===== src/rtl/axis_frame_gen.sv =====
// rtl/axis_frame_gen.sv - AXI4-Stream synthetic video frame source with tready back-pressure
module axis_frame_gen #(
    parameter int WIDTH  = 800,
    parameter int HEIGHT = 600,
    parameter int BIT_D  = 8,
    parameter int BIT_F  = 16
) (
    input  logic             clk_i,
    input  logic             arst_ni,
    input  logic             start_i,
    input  logic             cont_i,
    input  logic [1:0]       pattern_i,
    output logic [BIT_D-1:0] tdata_o,
    output logic             tvalid_o,
    input  logic             tready_i,
    output logic             tlast_o,
    output logic             tuser_o,
    output logic             busy_o,
    output logic             frame_done_o,
    output logic [BIT_F-1:0] frame_cnt_o
);

    localparam int XW = (WIDTH > 1) ? $clog2(WIDTH) : 1;
    localparam int YW = (HEIGHT > 1) ? $clog2(HEIGHT) : 1;
    localparam logic [XW-1:0] X_LAST = XW'(WIDTH - 1);
    localparam logic [YW-1:0] Y_LAST = YW'(HEIGHT - 1);
    // A 1x1 frame carries both markers on its only beat
    localparam logic ONE_PIXEL = (WIDTH == 1) && (HEIGHT == 1);

    typedef enum logic {IDLE, RUN} state_t;

    state_t           state_q;
    logic [XW-1:0]    x_q, x_d;
    logic [YW-1:0]    y_q, y_d;
    logic [1:0]       pat_q;
    logic [BIT_D-1:0] tdata_q;
    logic             tvalid_q, tlast_q, tuser_q, busy_q, done_q;
    logic [BIT_F-1:0] cnt_q;
    logic             last_d;
    logic             hs;

    // Pixel value for a coordinate, evaluated at 32 bits then fitted to BIT_D
    function automatic logic [BIT_D-1:0] pixel(input logic [XW-1:0] x,
                                               input logic [YW-1:0] y,
                                               input logic [1:0]    pat);
        logic [31:0] xe;
        logic [31:0] ye;
        xe = 32'(x);
        ye = 32'(y);
        case (pat)
            2'd0:    pixel = BIT_D'(xe + ye);
            2'd1:    pixel = BIT_D'(xe);
            2'd2:    pixel = BIT_D'(ye);
            default: pixel = (xe[3] ^ ye[3]) ? {BIT_D{1'b1}} : '0;
        endcase
    endfunction

    assign hs = tvalid_q & tready_i;

    // Raster advance: coordinate of the pixel following the one being presented
    always_comb begin
        x_d = x_q + XW'(1);
        y_d = y_q;
        if (x_q == X_LAST) begin
            x_d = '0;
            y_d = y_q + YW'(1);
        end
        last_d = (x_d == X_LAST) && (y_d == Y_LAST);
    end

    // Frame FSM; every output is registered and only moves on a handshake or frame start
    always_ff @(posedge clk_i or negedge arst_ni) begin
        if (!arst_ni) begin
            state_q  <= IDLE;
            x_q      <= '0;
            y_q      <= '0;
            pat_q    <= '0;
            tdata_q  <= '0;
            tvalid_q <= 1'b0;
            tlast_q  <= 1'b0;
            tuser_q  <= 1'b0;
            busy_q   <= 1'b0;
            done_q   <= 1'b0;
            cnt_q    <= '0;
        end else begin
            done_q <= 1'b0;
            case (state_q)
                IDLE: begin
                    if (start_i) begin
                        state_q  <= RUN;
                        busy_q   <= 1'b1;
                        pat_q    <= pattern_i;
                        x_q      <= '0;
                        y_q      <= '0;
                        tdata_q  <= pixel('0, '0, pattern_i);
                        tvalid_q <= 1'b1;
                        tuser_q  <= 1'b1;
                        tlast_q  <= ONE_PIXEL;
                    end
                end
                RUN: begin
                    if (hs) begin
                        if (tlast_q) begin
                            done_q <= 1'b1;
                            cnt_q  <= cnt_q + BIT_F'(1);
                            x_q    <= '0;
                            y_q    <= '0;
                            if (cont_i) begin
                                // Back-to-back frame: first pixel follows with no bubble
                                pat_q   <= pattern_i;
                                tdata_q <= pixel('0, '0, pattern_i);
                                tuser_q <= 1'b1;
                                tlast_q <= ONE_PIXEL;
                            end else begin
                                state_q  <= IDLE;
                                busy_q   <= 1'b0;
                                tvalid_q <= 1'b0;
                                tdata_q  <= '0;
                                tuser_q  <= 1'b0;
                                tlast_q  <= 1'b0;
                            end
                        end else begin
                            x_q     <= x_d;
                            y_q     <= y_d;
                            tdata_q <= pixel(x_d, y_d, pat_q);
                            tuser_q <= 1'b0;
                            tlast_q <= last_d;
                        end
                    end
                end
                default: state_q <= IDLE;
            endcase
        end
    end

    assign tdata_o      = tdata_q;
    assign tvalid_o     = tvalid_q;
    assign tlast_o      = tlast_q;
    assign tuser_o      = tuser_q;
    assign busy_o       = busy_q;
    assign frame_done_o = done_q;
    assign frame_cnt_o  = cnt_q;

endmodule


===== config.mk =====
export PLATFORM = sky130hd
export DESIGN_NAME = axis_frame_gen
export DESIGN_NICKNAME = d
export VERILOG_FILES = /design/src/rtl/axis_frame_gen.sv
export SDC_FILE = /design/constraint.sdc
export NUM_CORES = 1
export LEC_CHECK = 0
export BUFFER_PORTS_ARGS = -buffer_cell sky130_fd_sc_hd__buf_2
export CORE_MARGIN = 4
export CORE_UTILIZATION = 45
export DETAILED_ROUTE_END_ITERATION = 6
export MAX_ROUTING_LAYER = met4
export PLACE_DENSITY_LB_ADDON = 0.1
export REMOVE_ABC_BUFFERS = 1
export SLEW_MARGIN = 20
export SYNTH_ARGS = -nofsm -noshare
export SYNTH_HDL_FRONTEND = slang
export SYNTH_SLANG_ARGS = --single-unit

===== constraint.sdc =====
create_clock -name clk_i -period 8.25 [get_ports clk_i]
set_input_delay 0.825 -clock clk_i [delete_from_list [all_inputs] [get_ports clk_i]]
set_output_delay 0.825 -clock clk_i [all_outputs]
set_load 0.01 [all_outputs]

* Word-level counts from Yosys, hierarchy flattened
Index checks and enable logic that the tools add are counted.
** Word-level totals
- Register bits :: 51
- Bits in latches :: 0
- Bits in writable memories :: 0
- Bits in read-only memories :: 0
- Output and inout port bits :: 29
- Memories :: 0
** Cells by class
- Add/sub/neg operators :: 4
- Multipliers :: 0
- Div/mod/pow operators :: 0
- Magnitude comparators :: 0
- Eq/ne operators :: 10
- Shift-type cells :: 0
- Muxes and demuxes :: 40
- Bitwise logic cells :: 3
- Reductions and logical operators :: 6
** Operator list (number)
- two-way mux 10 bit :: 7
- case mux 10 bit (2 select lines) :: 2
- two-way mux 8 bit :: 4
- equality test 10 bit (second input constant) :: 3
- case mux 8 bit (3 select lines) :: 1
- adder 10 x 1 -> 10 bit (second input constant) :: 2
- adder 16 x 1 -> 16 bit (second input constant) :: 1
- two-way mux 1 bit :: 16
- case mux 8 bit (2 select lines) :: 1
- adder 8 bit :: 1
- two-way mux 2 bit :: 4
- case mux 1 bit (2 select lines) :: 4
- AND reduction 4 bit :: 2
- != test 2 bit (second input constant) :: 3
- != test 2 x 1 -> 1 bit (second input constant) :: 2
- case mux 2 bit (2 select lines) :: 1
- AND reduction 3 bit :: 1
- equality test 2 x 1 -> 1 bit (second input constant) :: 1
- equality test 2 bit (second input constant) :: 1
- zero test 2 bit :: 1
- AND reduction 2 bit :: 1
- bitwise AND 1 bit :: 1
- logical AND 1 bit :: 1
- inverter 1 bit :: 1
- XOR 1 bit :: 1

* Depth between registers and ports, before layout
Gate-level depths: netlist (run 1).
- Word-level depth :: 8
- Depth in mapped cells :: 12
- Depth with buffers taken out :: 12

* Worst setup path before layout (run 1)
No wires, ideal clock.
- Kind :: register -> register
- From :: register x_q[0]
- To :: register tdata_q[7], in the netlist tdata_o[7]
- Library setup time :: 126 ps
- Arrival time :: 2918 ps
- Required time :: 8123 ps
- Setup slack :: 5205 ps
- Stages on the path, launching flop included :: 12
- Path buffers :: 0
- Clock period less this slack :: 3045 ps
- Cells stage by stage :: dfrtp_1 ha_1 nand4_4 nor4_1 xor2_1 ha_1 nand3_1 o211ai_1 nor4_1 nor3_1 xnor3_1 a221o_2
** Between the ends
- Cells in the longest elaborated chain, start to end :: 8
- Elaborated cells between the ends (all ways) :: 11
** Ends and longest elaborated chain
- start, declared :: line 33 : logic [XW-1:0] x_q, x_d;
- start signal, assigned :: line 75 : x_q <= '0;
- start signal, assigned :: line 93 : x_q <= '0;
- start signal, assigned :: line 106 : x_q <= '0;
- branches (longest 4 deep; another with adder 10 x 1 -> 10 bit)
- case mux 8 bit (3 select lines) (*) :: line 50 : case (pat)
- two-way mux 8 bit (*) :: line 103 : if (tlast_q) begin
- two-way mux 8 bit (*) :: line 102 : if (hs) begin
- case mux 8 bit (2 select lines) (*) :: line 87 : case (state_q)
- end signal, assigned :: line 95 : tdata_q <= pixel('0, '0, pattern_i);
- end signal, assigned :: line 111 : tdata_q <= pixel('0, '0, pattern_i);
- end signal, assigned :: line 125 : tdata_q <= pixel(x_d, y_d, pat_q);
- end, declared :: line 36 : logic [BIT_D-1:0] tdata_q;
Mark *: on every way between the ends. The select of a mux whose other input is x is not followed.
A chain may end at the register's enable or synchronous reset.

* Final worst setup path (run 1)
Ends and elaborated chain as after synthesis.

==> impl_metrics.json, run 1 <==
{
  "antenna_found_initial": 0,
  "ys_seq_area_share_pct": 41.2,
  "route.detailed.drc": 0,
  "first_pass_iters": 4,
  "relSlewSlack_pct": 42.6,
  "synthAdderAreaFrac_pct": 5.08,
  "cts_buffers": 5,
  "fillers": 599,
  "die_h_um": 91.0,
  "port_buffers": 35,
  "finalSetupTns_ns": 0,
  "via_per_inst": 5.60,
  "track_usage_pct": 17.7,
  "max_freq_ghz": 0.296,
  "finish.utilization_pct": 52.3,
  "die_x_um": 91.0,
  "grt_pass1_vias": 2325,
  "layout_common_cells": "51 x dfrtp_1, 43 x nand2_1, 35 x buf_2",
  "min_path_type": "register to register",
  "final_cells": 446,
  "die-area_sq_um": 8280,
  "worst_ep_arrival_time_ns": 3.58,
  "synth_top_family_by_area": "simple AND/OR/NAND/NOR gates",
  "synth_compound_area_share_pct": 15.5,
  "critPathKind": "register to register",
  "synth_async_sr_flop_share_pct": 100,
  "synthSimpleGateAreaFrac_pct": 22.0,
  "cts_setup_buffers": 0,
  "grt_first_pass_wirelength_um": 11600,
  "htree_num_levels": 2,
  "ys_seq_elements": 51,
  "max-clock-path-buffers": 2,
  "powerDensity_nw_per_um2": 160,
  "drt_iter0_drc": 148,
  "timing_hold_violations_final": 0,
  "place.gp.congestion": 0.938,
  "run_status": "complete, no violations",
  "p_leak_uw": 0.00165,
  "wl_per_cell_um": 15.5,
  "rows": 29,
  "n_antenna_cell": 0,
  "core_sq_um": 6530,
  "syn_inst": 339,
  "layout_commonest_cell": "dfrtp_1",
  "cap_violations": 0,
  "area_growth_pct": 10.3,
  "netlist-cell-type-count": 57,
  "syn_area_per_cell_sq_um": 9.15,
  "dp.cells": 438,
  "worst_pin_slew_ns": 0.852,
  "grt_start_max_net_pins": 52,
  "cts_resized": 0,
  "cts_tree": "done",
  "synthMuxAreaShare_pct": 1.09,
  "worst_setup_path_start_kind": "register",
  "crit_path_end_kind": "register",
  "cts_hold_buf": 0,
  "nNetsFinal": 387,
  "yosysWarnings": 0,
  "required_ns": 8.46,
  "drtAntennaViolNets": 0,
  "stdcell_area_sq_um": 3420,
  "clk_pin_slew_ns": 0.10,
  "place.detailed.hpwl_um": 4940,
  "synth_edf_count": 0,
  "path_max_fanout": 7,
  "synth_area_sq_um": 3100,
  "synthXorXnorAreaFrac_pct": 10.6,
  "dpl-instance-area_sq_um": 3300,
  "grt-ovfl-total": 0,
  "final_max_slew_viol_count": 0,
  "drive_gt1_share_pct": 16.0,
  "setup_violations": 0,
  "routed_wl_um": 6920,
  "fin_crit_sh_pct": 40.9,
  "cts_root_buf": "clkbuf_8",
  "skew_ns": 0.0123,
  "vias": 2498,
  "rsz0062_at_grt": "no",
  "pin_count": 36,
  "ys.flop_type": "dfrtp_1",
  "clock_latency_ns": 0.32,
  "cts_sinks": 51,
  "ir_worst_vdd_mv": 0.108,
  "start_util_pct": 47.5,
  "min_period_ns": 3.38
}
[registers in the layout, summed over array words and instances, names as in the netlist]
signal        cells
tlast_o           1
pat_q             2
frame_done_o      1
y_q              10
frame_cnt_o      16
busy_o            1
tuser_o           1
x_q              10
tdata_o           8
state_q           1
[stage by stage]
stage	worst slack [ns]	hold slack (ns)	power [uW]
finish	4.87	0.472	546
global route	4.65	0.489	576
CTS	4.89	0.479	552
detailed placement	4.90	0.455	368
global placement	4.96	0.455	367
floorplan	5.20	0.463	336
[final timing paths]
path | from | endpoint | slack (ns) | depth (start not counted)
hold / removal | frame_cnt_o[15]$_DFFE_PN0P_ | frame_cnt_o[15]$_DFFE_PN0P_ | 0.47 | 1
min in group asynchronous | arst_ni | state_q$_DFF_PN0_ | 0.61 | 2
hold reg to reg | frame_cnt_o[15]$_DFFE_PN0P_ | frame_cnt_o[15]$_DFFE_PN0P_ | 0.47 | 1
setup / recovery | x_q[0]$_DFFE_PN0P_ | tdata_o[7]$_DFFE_PN0P_ | 4.87 | 11
max in group asynchronous | arst_ni | x_q[0]$_DFFE_PN0P_ | 7.19 | 2
setup reg to reg | x_q[0]$_DFFE_PN0P_ | tdata_o[7]$_DFFE_PN0P_ | 4.87 | 11
[per-layer routing]
layer | vias to the layer above | share of wire (%) | global-route usage [%] | wire length (um)
li1 | 1249 | - | - | -
met5 | - | 0 | - | 0
met4 | 0 | 1.4 | 5.15 | 95
met3 | 11 | 5.4 | 3.88 | 374
met2 | 62 | 44 | 26.5 | 3080
met1 | 1176 | 49 | 24.3 | 3370
[area by class of cell]
cell class                 instances  area [sq um]  share of cell area [%]
clock buffer                       5          68.8                    2.01
clock inverter                     3          46.3                    1.35
inverter                          12          45.0                    1.32
multi-input combinational        260          1690                    49.4
sequential                        51          1280                    37.3
tap                               77          96.3                    2.82
timing repair buffer              38           198                    5.78
[synth_stat cells (3+ instances only)]
cell | number | area, sq um
nor2b_1 | 4 | 25.0
nand4_1 | 4 | 25.0
o31ai_1 | 3 | 22.5
a31oi_1 | 4 | 25.0
clkbuf_1 | 8 | 30.0
xnor2_1 | 24 | 210
nor2_1 | 28 | 105
mux2_2 | 3 | 33.8
inv_1 | 12 | 45.0
xor2_1 | 11 | 96.3
nor4_1 | 5 | 31.3
buf_6 | 3 | 33.8
or3_1 | 3 | 18.8
dfrtp_1 | 51 | 1280
nand3_1 | 18 | 90.1
ha_1 | 11 | 138
and3_1 | 4 | 25.0
nor3_1 | 7 | 35.0
a22o_1 | 5 | 43.8
a21oi_1 | 12 | 60.1
o21ai_0 | 33 | 165
nand2_1 | 43 | 161
[worst max-delay path, stage by stage (launching register included)]
cell	delay [ns]
dfrtp_1	0.45
ha_1	0.34
nand4_4	0.16
nor4_1	0.50
xor2_1	0.18
ha_1	0.41
nand3_1	0.09
o211ai_1	0.26
nor4_1	0.08
nor3_1	0.21
xnor3_1	0.24
a221o_2	0.36
[power by group]
part | switching (uW) | internal [uW] | leakage (uW)
combinational | 45.7 | 32.4 | 0.000913
sequential | 19.3 | 265 | 0.000684
clock | 91.9 | 91.5 | 0.0000548
total | 157 | 389 | 0.00165
[logic make-up (layout without fill, tap and decap cells)]
logic type	Yosys count	count (layout)
AOI/OAI and AO/OA	76	76
xor gates and xnor gates	36	36
adders and majority gates	12	12
muxes	3	3
and+or+nand+nor	133	133
buffers and inverters	28	58
DFF	51	51
Power figures use the tool's default switching activity.
==> inputs of run 2 (changes only) <==
clock period = 3.3 ns   (was 8.25 ns; I/O delays follow)
==> impl_metrics.json, run 2 (synthesis results as in run 1) <==
{
  "place.detailed.hpwl_um": 5420,
  "drive_gt1_share_pct": 20.7,
  "path_max_fanout": 7,
  "run_status": "complete, no violations",
  "final_max_slew_viol_count": 0,
  "n_antenna_cell": 0,
  "htree_num_levels": 2,
  "dp.cells": 452,
  "grt_start_max_net_pins": 32,
  "min_period_ns": 3.17,
  "cts_tree": "done",
  "drtAntennaViolNets": 0,
  "max_stage_delay_ns": 0.47,
  "p_seq_share_pct": 52.5,
  "skew_ns": 0.00798,
  "clock_latency_ns": 0.30,
  "powerDensity_nw_per_um2": 381,
  "p_leak_uw": 0.00171,
  "grt-ovfl-total": 0,
  "power.switching_uw": 379,
  "layout_common_cells": "49 x dfrtp_1, 43 x nand2_1, 35 x buf_2",
  "start_util_pct": 47.5,
  "fillers": 611,
  "max_freq_ghz": 0.316,
  "cpMaxStageDelayCell": "dfrtp_1",
  "die-area_sq_um": 8280,
  "worst_setup_path_start_kind": "register",
  "clk_pin_slew_ns": 0.09,
  "area_growth_pct": 14.6,
  "die_x_um": 91.0,
  "route.detailed.drc": 0,
  "timing_hold_violations_final": 0,
  "power.share.combinational_pct": 15.4,
  "setup_violations": 0,
  "cts_root_buf": "clkbuf_8",
  "via_per_inst": 5.59,
  "worst_pin_slew_ns": 0.679,
  "layout_commonest_cell": "dfrtp_1",
  "crit_path_end_kind": "register",
  "cts_hold_buf": 0,
  "intPower_uw": 977,
  "final_cells": 459,
  "fin_crit_sh_pct": 95.9,
  "die_h_um": 91.0,
  "cts_sinks": 51,
  "critPathKind": "register to register",
  "port_buffers": 35,
  "grt_pass1_vias": 2454,
  "first_pass_iters": 6,
  "routed_wl_um": 7300,
  "ir_worst_vdd_mv": 0.286,
  "p_clk_share_pct": 32.0,
  "grt_first_pass_wirelength_um": 12400,
  "cap_violations": 0,
  "r2r_slack_ns": 0.13,
  "required_ns": 3.49,
  "worst_ep_arrival_time_ns": 3.35,
  "path_cells": "and3b_1 > nand3_1 > nor4_1 > buf_4 > xor2_2 > ha_1 > nand3_1 > o211ai_1 > nor4_1 > nor3_1 > xnor3_1 > a221o_2",
  "nNetsFinal": 401,
  "track_usage_pct": 18.7,
  "fin_hold_ws_ns": 0.0584,
  "pin_count": 36,
  "relSlewSlack_pct": 54.7,
  "place.gp.congestion": 0.879,
  "cts_buffers": 5,
  "core_sq_um": 6530,
  "antenna_found_initial": 0,
  "wl_per_cell_um": 15.9,
  "max-clock-path-buffers": 2,
  "power_uw": 1360,
  "rows": 29,
  "vias": 2565,
  "swShare_pct": 27.9,
  "cts_setup_buffers": 0,
  "min_path_type": "input port to asynchronous set/reset pin",
  "largest_register_ffs": 16,
  "cts_resized": 0,
  "drt_iter0_drc": 137
}
-- run 2: cell types whose count changed in the layout (fill, tap and decap cells not counted), sizes merged --
cell,previous run,this run
buf,38,52
inv,13,12
-- run 2: cell type report --
class | instances | area [sq um] | area share, %
clock inverter | 2 | 37.5 | 1.06
inverter | 12 | 45.0 | 1.27
sequential | 51 | 1280 | 36.0
tap | 77 | 96.3 | 2.71
clock buffer | 5 | 68.8 | 1.94
multi-input combinational | 260 | 1720 | 48.5
timing repair buffer | 52 | 303 | 8.52
-- run 2: worst paths after layout --
path	from	end	cells past startpoint
worst min-delay path	arst_ni	frame_cnt_o[0]$_DFFE_PN0P_	1
min in group clk_i	pattern_i[0]	pat_q[0]$_DFFE_PN0P_	3
max in group asynchronous	arst_ni	x_q[1]$_DFFE_PN0P_	2
worst min register to register	frame_cnt_o[15]$_DFFE_PN0P_	frame_cnt_o[15]$_DFFE_PN0P_	1
worst max register to register	x_q[6]$_DFFE_PN0P_	tdata_o[7]$_DFFE_PN0P_	12
worst max-delay path	x_q[6]$_DFFE_PN0P_	tdata_o[7]$_DFFE_PN0P_	12
-- run 2: per-layer routing --
metal / wire length (um) / GRT usage, % / vias to the layer above
li1: - / - / 1276
met4: 59 / 4.65 / 0
met1: 3450 / 25.7 / 1221
met5: 0 / - / -
met2: 3490 / 28.9 / 61
met3: 308 / 3.22 / 7
-- run 2: metrics by stage --
stage               utilization [%]  area (sq um)   TNS, ns  setup slack (ns)
floorplan                         -          3000         0             0.253
global placement               52.2          3410         0             0.134
detailed placement             52.2          3410         0            0.0702
CTS                            53.8          3510         0            0.0247
global route                   54.4          3550  -0.00853          -0.00853
finish                         54.4          3550         0             0.134
-- run 2: power groups by stage --
stage                     sequential, uW  clock (uW)  combinational, uW
after floorplan                      725           0                114
after global placement               716           0                207
after detailed placement             718           0                209
after CTS                            706         451                210
after global routing                 721         477                239
final                                712         434                209
-- run 2: worst max-delay path: cells and delay by family (launching register included) --
family          cells  cell delay [ns]
compound gates      2             0.58
flops               1             0.47
fa+ha+maj           1             0.38
xor+xnor            2             0.33
buf+inv             1             0.19
simple gates        6             1.10
==> inputs of run 3 (changes only) <==
==> constraint.sdc (replaced) <==
create_clock -name clk_i -period 2.9 [get_ports clk_i]
set_input_delay 0.435 -clock clk_i [delete_from_list [all_inputs] [get_ports clk_i]]
set_output_delay 0.435 -clock clk_i [all_outputs]
set_load 0.01 [all_outputs]
==> impl_metrics.json, run 3 (synthesis results as in run 1) <==
{
  "layout_common_cells": "52 x buf_4, 51 x dfrtp_1, 43 x nand2_1",
  "cts_tree": "done",
  "worst_pin_slew_ns": 0.662,
  "clk_pin_slew_ns": 0.10,
  "via_per_inst": 5.58,
  "grt_pass1_vias": 2674,
  "first_pass_iters": 4,
  "max-clock-path-buffers": 2,
  "track_usage_pct": 20.0,
  "final_max_slew_viol_count": 0,
  "die_x_um": 91.0,
  "p_leak_uw": 0.00192,
  "cap_violations": 0,
  "die_h_um": 91.0,
  "timing_hold_violations_final": 0,
  "grt-ovfl-total": 0,
  "setup_slack_ns": -0.0353,
  "drive_gt1_share_pct": 30.7,
  "violations": "setup timing",
  "fin_crit_sh_pct": 101,
  "path_cells": "ha_2 > and4_2 > buf_4 > nand4_1 > xnor2_2 > ha_1 > nand3_1 > o211ai_1 > nor4_2 > nor3_2 > xnor3_1 > a221o_2",
  "worst_setup_path_start_kind": "register",
  "grt_first_pass_wirelength_um": 13200,
  "min_period_ns": 2.94,
  "path_max_fanout": 3,
  "drtAntennaViolNets": 0,
  "place.detailed.hpwl_um": 5580,
  "worst_ep_arrival_time_ns": 3.13,
  "place.gp.congestion": 0.952,
  "grt_start_max_net_pins": 52,
  "run_status": "finished with violations",
  "wl_per_cell_um": 15.8,
  "cts_sinks": 51,
  "power_uw": 1520,
  "vias": 2773,
  "relSlewSlack_pct": 55.9,
  "min_path_type": "input port to asynchronous set/reset pin",
  "max_stage_delay_ns": 0.36,
  "fillers": 601,
  "max_freq_ghz": 0.341,
  "drt_iter0_drc": 114,
  "cts_hold_buf": 0,
  "pre_cts_ws_ns": -0.0278,
  "cts_buffers": 5,
  "skew_ns": 0.00901,
  "pin_count": 36,
  "clock_latency_ns": 0.31,
  "die-area_sq_um": 8280,
  "critPathKind": "register to register",
  "port_buffers": 35,
  "antenna_found_initial": 0,
  "core_sq_um": 6530,
  "rsz0062_at_grt": "yes",
  "area_growth_pct": 27.3,
  "route.detailed.drc": 0,
  "routed_wl_um": 7870,
  "start_util_pct": 47.5,
  "rows": 29,
  "r2r_slack_ns": -0.04,
  "largest_register_ffs": 16,
  "layout_commonest_cell": "buf_4",
  "n_antenna_cell": 0,
  "htree_num_levels": 2,
  "cts_root_buf": "clkbuf_8",
  "finalSetupTns_ns": -0.0353,
  "required_ns": 3.09,
  "crit_path_end_kind": "register",
  "cpMaxStageDelayCell": "dfrtp_1",
  "powerDensity_nw_per_um2": 385,
  "ir_worst_vdd_mv": 0.315,
  "fin_hold_ws_ns": 0.227,
  "nNetsFinal": 438,
  "setup_violations": 1
}
-- run 3: where the power goes --
| group | internal [uW] | switching (uW) | total, uW |
|---|---|---|---|
| combinational | 130 | 159 | 288 |
| clock | 196 | 240 | 436 |
| sequential | 755 | 39.5 | 794 |
-- run 3: worst paths after layout --
kind | from | endpoint | cells after the start
hold / removal | arst_ni | state_q$_DFF_PN0_ | 2
min in group clk_i | pattern_i[0] | pat_q[0]$_DFFE_PN0P_ | 3
setup / recovery | x_q[0]$_DFFE_PN0P_ | tdata_o[7]$_DFFE_PN0P_ | 12
setup reg to reg | x_q[0]$_DFFE_PN0P_ | tdata_o[7]$_DFFE_PN0P_ | 12
hold reg to reg | frame_cnt_o[15]$_DFFE_PN0P_ | frame_cnt_o[15]$_DFFE_PN0P_ | 1
max in group asynchronous | arst_ni | y_q[1]$_DFFE_PN0P_ | 2
-- run 3: area by class of cell --
| cell class | count | area [sq um] | share of cell area (%) |
|---|---|---|---|
| tap | 77 | 96.3 | 2.44 |
| clock buffer | 6 | 82.6 | 2.09 |
| multi-input combinational | 260 | 1840 | 46.5 |
| inverter | 12 | 45.0 | 1.14 |
| timing repair buffer | 89 | 597 | 15.1 |
| clock inverter | 2 | 13.8 | 0.349 |
| sequential | 51 | 1280 | 32.3 |
-- run 3: what timing repair did --
| item | 4_1_cts | 5_1_grt |
|---|---|---|
| resized for setup | 8 | 17 |
| buffers inserted | 1 | 6 |
| pin swaps | 5 | 13 |
| gates cloned | 0 | 0 |
| hold endpoints to repair | 0 | 0 |
| setup endpoints to repair | 2 | 4 |
-- run 3: routing by layer --
metal / vias up / wire length, um / global-route usage (%)
li1: 1359 / - / -
met1: 1346 / 3540 / 25.4
met2: 57 / 3920 / 33.4
met3: 11 / 327 / 3.14
met4: 0 / 86 / 4.90
met5: - / 0 / -
-- run 3: critical path: cells and delay by family, from the launching register on --
kind | cells | cell delay (ns)
buffers and inverters | 1 | 0.13
flip-flops | 1 | 0.36
XOR/XNOR | 2 | 0.40
AO/OA/AOI/OAI | 2 | 0.61
adder cells (fa/ha/maj) | 2 | 0.55
AND/OR/NAND/NOR | 5 | 0.76
-- run 3: through the flow --
| stage | area (sq um) | utilization (%) | instances |
|---|---|---|---|
| 6_report | 3950 | 60.4 | 497 |
| 4_1_cts | 3790 | 58.0 | 491 |
| 2_1_floorplan | 3000 | - | 323 |
| 5_1_grt | 3950 | 60.4 | 497 |
| 3_5_place_dp | 3630 | 55.6 | 482 |
| 3_3_place_gp | 3630 | 55.6 | 482 |
